[src/rtl/mem_stage.sv]
// Memory-access pipeline stage: waits for the data-SRAM response, buffers it
// when WB stalls, extends load data, and discards responses of flushed requests.
module mem_stage (
  input  logic        clk,
  input  logic        reset,
  input  logic        es2ms_valid,
  output logic        ms_allowin,
  input  logic        es_mem_req,
  input  logic [4:0]  es_ld_op,
  input  logic [31:0] es_pc,
  input  logic [31:0] es_result,
  input  logic        es_rf_we,
  input  logic [4:0]  es_rf_waddr,
  input  logic        es_ex,
  input  logic        data_sram_data_ok,
  input  logic [31:0] data_sram_rdata,
  input  logic        ws_allowin,
  output logic        ms2ws_valid,
  output logic [31:0] ms_pc,
  output logic        ms_rf_we,
  output logic [4:0]  ms_rf_waddr,
  output logic [31:0] ms_rf_wdata,
  output logic        ms_ex_out,
  output logic        ms_ex,
  output logic        ms_fwd_blk,
  input  logic        wb_ex
);

  logic        ms_valid_q, ms_valid_d;
  logic        buf_valid_q, buf_valid_d;
  logic [31:0] buf_q, buf_d;
  logic [1:0]  drop_cnt_q, drop_cnt_d;

  logic        mem_req_q;
  logic [4:0]  ld_op_q;
  logic [31:0] pc_q;
  logic [31:0] result_q;
  logic        rf_we_q;
  logic [4:0]  rf_waddr_q;
  logic        ex_q;

  logic        data_ok_eff;
  logic        ms_wait;
  logic        ms_ready_go;
  logic        ms_leave;
  logic        drop_inc;
  logic        drop_dec;
  logic [31:0] rdata;
  logic [7:0]  byte_sel;
  logic [15:0] half_sel;
  logic [31:0] ld_data;

  // A response is only ours when no flushed request is still outstanding.
  assign data_ok_eff = data_sram_data_ok & (drop_cnt_q == 2'd0);
  assign ms_wait     = ms_valid_q & mem_req_q & ~ex_q & ~buf_valid_q;
  assign ms_ready_go = ~ms_wait | data_ok_eff;
  assign ms_allowin  = ~ms_valid_q | (ms_ready_go & ws_allowin);
  assign ms2ws_valid = ms_valid_q & ms_ready_go & ~wb_ex;
  assign ms_leave    = ms_valid_q & ms_ready_go & ws_allowin;

  assign drop_inc = wb_ex & ms_wait & ~data_ok_eff;
  assign drop_dec = data_sram_data_ok & (drop_cnt_q != 2'd0);

  always_comb begin
    ms_valid_d = ms_valid_q;
    if (wb_ex)
      ms_valid_d = 1'b0;
    else if (ms_allowin)
      ms_valid_d = es2ms_valid;
  end

  always_comb begin
    buf_valid_d = buf_valid_q;
    buf_d       = buf_q;
    if (wb_ex) begin
      buf_valid_d = 1'b0;
    end else if (ms_wait & data_ok_eff & ~ws_allowin) begin
      buf_valid_d = 1'b1;
      buf_d       = data_sram_rdata;
    end else if (ms_leave) begin
      buf_valid_d = 1'b0;
    end
  end

  always_comb begin
    drop_cnt_d = drop_cnt_q;
    if (drop_inc && !drop_dec && drop_cnt_q != 2'd3)
      drop_cnt_d = drop_cnt_q + 2'd1;
    else if (drop_dec && !drop_inc)
      drop_cnt_d = drop_cnt_q - 2'd1;
  end

  always_ff @(posedge clk or posedge reset) begin
    if (reset) begin
      ms_valid_q  <= 1'b0;
      buf_valid_q <= 1'b0;
      buf_q       <= 32'h0;
      drop_cnt_q  <= 2'd0;
    end else begin
      ms_valid_q  <= ms_valid_d;
      buf_valid_q <= buf_valid_d;
      buf_q       <= buf_d;
      drop_cnt_q  <= drop_cnt_d;
    end
  end

  always_ff @(posedge clk or posedge reset) begin
    if (reset) begin
      mem_req_q  <= 1'b0;
      ld_op_q    <= 5'h0;
      pc_q       <= 32'h0;
      result_q   <= 32'h0;
      rf_we_q    <= 1'b0;
      rf_waddr_q <= 5'h0;
      ex_q       <= 1'b0;
    end else if (es2ms_valid & ms_allowin) begin
      mem_req_q  <= es_mem_req;
      ld_op_q    <= es_ld_op;
      pc_q       <= es_pc;
      result_q   <= es_result;
      rf_we_q    <= es_rf_we;
      rf_waddr_q <= es_rf_waddr;
      ex_q       <= es_ex;
    end
  end

  assign rdata = buf_valid_q ? buf_q : data_sram_rdata;

  // ld_op bit order: {ld_b, ld_bu, ld_h, ld_hu, ld_w}
  always_comb begin
    byte_sel = 8'h0;
    half_sel = 16'h0;
    ld_data  = rdata;
    case (result_q[1:0])
      2'd0: byte_sel = rdata[7:0];
      2'd1: byte_sel = rdata[15:8];
      2'd2: byte_sel = rdata[23:16];
      default: byte_sel = rdata[31:24];
    endcase
    half_sel = result_q[1] ? rdata[31:16] : rdata[15:0];
    if (ld_op_q[4])
      ld_data = {{24{byte_sel[7]}}, byte_sel};
    else if (ld_op_q[3])
      ld_data = {24'h0, byte_sel};
    else if (ld_op_q[2])
      ld_data = {{16{half_sel[15]}}, half_sel};
    else if (ld_op_q[1])
      ld_data = {16'h0, half_sel};
  end

  assign ms_rf_wdata = (|ld_op_q) ? ld_data : result_q;
  assign ms_pc       = pc_q;
  assign ms_rf_waddr = rf_waddr_q;
  assign ms_rf_we    = rf_we_q & ms_valid_q & ~ex_q;
  assign ms_ex       = ms_valid_q & ex_q;
  assign ms_ex_out   = ms_ex;
  assign ms_fwd_blk  = ms_valid_q & (|ld_op_q) & ms_wait & ~data_ok_eff;

endmodule

[config.mk]
export PLATFORM = sky130hd
export DESIGN_NAME = mem_stage
export DESIGN_NICKNAME = d
export VERILOG_FILES = /design/src/rtl/mem_stage.sv
export SDC_FILE = /design/constraint.sdc
export NUM_CORES = 1
export LEC_CHECK = 0
export ABC_AREA = 1
export CELL_PAD_IN_SITES_DETAIL_PLACEMENT = 0
export CELL_PAD_IN_SITES_GLOBAL_PLACEMENT = 1
export CORE_MARGIN = 4
export CORE_UTILIZATION = 34
export CTS_BUF_LIST = sky130_fd_sc_hd__clkbuf_8
export DETAILED_ROUTE_END_ITERATION = 6
export PLACE_DENSITY = 0.87
export SYNTH_ARGS = -nofsm -noshare
export SYNTH_HDL_FRONTEND = slang
export SYNTH_SLANG_ARGS = --single-unit
[constraint.sdc]
create_clock -name clk -period 4.05 [get_ports clk]
set_clock_uncertainty 0.15 [all_clocks]
set_input_delay 0.6075 -clock clk [delete_from_list [all_inputs] [get_ports clk]]
set_output_delay 0.6075 -clock clk [all_outputs]
set_load 0.01 [all_outputs]
==> results.md <==
* RePlAce Congestion at 0.920
* Min-Delay Path Class: reg2reg
* CORE AREA at 17,500 um2
* Post-Syn Nets at 984
* Flop-to-flop setup slack at 1.68 ns
* Via count at 5,770
* Setup TNS at 0 ns
* Startpoint types: flip-flop
* Count leader, synth: nand2_1
* Post-CTS setup buffers at 0
* Worst Hold Launch: buf_q[23]
* Vias in the first global route at 5,535
* Sequential cell area fraction in the yosys report at 46.1%
* Io pins at 190
* GRT overflow at 0
* Worst relative slew slack at 55.0%
* Post-route minimum period at 3.68 ns
* Pwr dens at 418 nW/um2
* Worst r2r src: buf_valid_q
* Top area cells in the synthesized netlist: dfrtp_1 46%, nand2_1 17%, o21ai_0 10%, inv_1 9.5%, nor2_1 2.6%
* Post-Syn Instances at 869
* Unrepaired setup endpoints after global routing: false
* Max stage delay on crit path at 0.61 ns
* Yosys cell types at 27
* HPWL Detailed at 13,600 um
* Worst EP arrival at 2.92 ns
* Peak VDD IR at 250 uV
* Total GRT Usage at 18.2%
* Slowest-stage cell, CP: clkdlybuf4s50_1
* Setup violations, final at 0
* Mapped Area at 6130 um2
* Pwr Total at 3.60 mW
* First-pass GRT wire length at 28,900 um
* CTS Root Cell: clkbuf_8
* Iteration-0 DRC Markers at 363
* Hold Fails Final Rpt at 0
* Mapped Avg Cell Area at 7.05 um2
* Initial cell density of the core at 35.1%
* CP most frequent cell: nand2_1
* Synth top area share at 46.1%
* Num rows at 48
* Outcome: finished clean
* CP cell instances: nor2_1 -> nand2_2 -> inv_1 -> nand2_1 -> buf_4 -> nand2_1 -> o21ai_0 -> clkdlybuf4s50_1
* Ant diodes at 0
* Number of synthesized flops with an enable pin at 0
* Synth cell count leaders: 279 x nand2_1, 155 x inv_1, 128 x o21ai_0, 113 x dfrtp_1, 43 x nor2_1
* CTS Buf Count at 17
* Worst Tran Pin Value at 0.674 ns
* Avg Vias per Cell at 4.49
* Hold buffers post-CTS at 0
* CP max FO at 22
* Post-Route WL at 18,300 um
* Clock-pin slew on the worst setup and hold paths at 0.07 ns
* Fmax achieved at 272 MHz
* H-tree Lvls at 4
* Drt wl/cell at 14.2 um
* TritonRoute pass-1 iters at 5
* Post-route ant nets at 0
* Yosys reg bits at 113
* Dpl cell area at 8190 um2
* Final worst-path cycle share at 90.9%
* Final nets at 1,162
* Critical Path Start: ld_op_q[2]
* Main synth FF type: dfrtp_1
* DRC violations left at 0
* WS Path Type: reg2out
* Slew Viols, Final at 0
* Clock sink count at 113
* Top cell type by total area after synthesis: dfrtp_1
* Share of layout cells above drive strength 1 at 5.75%
* Finished Cell Area at 8600 um2
* Largest net degree at the start of global routing at 87
* Setup crit end kind: primary output
* Count of input and output buffers at 189
* Final hold slack at 0.334 ns
* Area grow syn2layout at 40.3%
* Reg2reg path depth at 6
* CTS tree: built
* Hold path cells at 2
* Initial antenna violation count at 0
* Die Area at 20,200 um2
* Die X at 142 um
* Hold EP: buf_q[23]
* Buf/Inv on CP at 3
* Fraction of registers with async set/reset at 100%
* Clock tree buffer depth at 2
* Worst Path Required at 3.29 ns
* CTS resizes at 0
* Vert. Die Dim at 142 um
* R2R Path End: ms_pc[10]
* Ys Warns at 0
* Crit-path leading delay family: buffers and inverters
* Leakage at 4.34 nW
* Max-cap violations at 0
* Clk_lat worst skew at 0.43 ns
==> layout by cell type (no fill, tap or decap), drive strengths merged, types with 2 or more instances in the layout <==
master	instances
nor2	46
nand2	281
a21o	7
dfrtp	113
bufinv	3
buf	15
or2	2
a21oi	28
nand4	3
clkdlybuf4s50	189
clkbuf	17
inv	162
nand3	35
clkinv	7
o21ai	146
==> metal layers <==
metal,wire [um],track usage (%)
met2,8020,27.3
met1,8310,24.4
met3,1580,6.96
met4,377,5.76
met5,0,0
==> per-stage QoR <==
stage,util [%],setup slack [ns],cells
final,49.2,0.368,1285
after global routing,49.2,0.0763,1285
after CTS,49.2,0.301,1285
after detailed placement,46.9,0.555,1253
after global placement,46.9,0.529,1253
after floorplan,-,0.305,869
==> power by group <==
| part | internal, mW | total, mW | switching, mW |
|---|---|---|---|
| Clock | 0.605 | 1.10 | 0.492 |
| Combinational | 0.542 | 1.09 | 0.549 |
| Sequential | 1.30 | 1.41 | 0.106 |
| Total | 2.45 | 3.60 | 1.15 |
==> state kept, by name, summed over array words and instances, names as in the netlist <==
name         count
drop_cnt_q       2
ex_q             1
ms_rf_waddr      5
ms_valid_q       1
rf_we_q          1
ms_pc           32
buf_valid_q      1
result_q        32
ld_op_q          5
buf_q           32
mem_req_q        1
==> worst max-delay path by stage <==
stage | end | slack [ns] | cells past startpoint
2_1_floorplan | buf_q[0] | 0.31 | 1
3_3_place_gp | ms_rf_wdata[18] | 0.53 | 8
3_5_place_dp | ms_rf_wdata[18] | 0.55 | 8
4_1_cts | ms_rf_wdata[1] | 0.30 | 8
5_1_grt | ms_rf_wdata[1] | 0.08 | 8
6_report | ms_rf_wdata[1] | 0.37 | 8
==> cell families (layout without fill, tap and decap cells) <==
logic type | after synthesis | in the layout | share of synthesized area, %
DFF | 113 | 113 | 46.1
buffers and inverters | 203 | 394 | 14.1
AOI/OAI and AO/OA | 184 | 184 | 15.4
and+or+nand+nor | 369 | 369 | 24.4
==> worst register-to-register path: cells and delay by family, from the launching register on <==
kind	cells	cell delay, ns
AO/OA/AOI/OAI	1	0.17
buffers and inverters	2	0.60
flip-flops	1	0.42
AND/OR/NAND/NOR	3	0.91
==> final cells by class <==
cell class	count	area [um2]
inverter	158	596
clock buffer	17	234
clock inverter	15	171
timing repair buffer	204	2040
multi-input combinational	553	2440
tap	225	282
sequential	113	2830
fill	1725	8880
(Power assumes the default switching activity.)
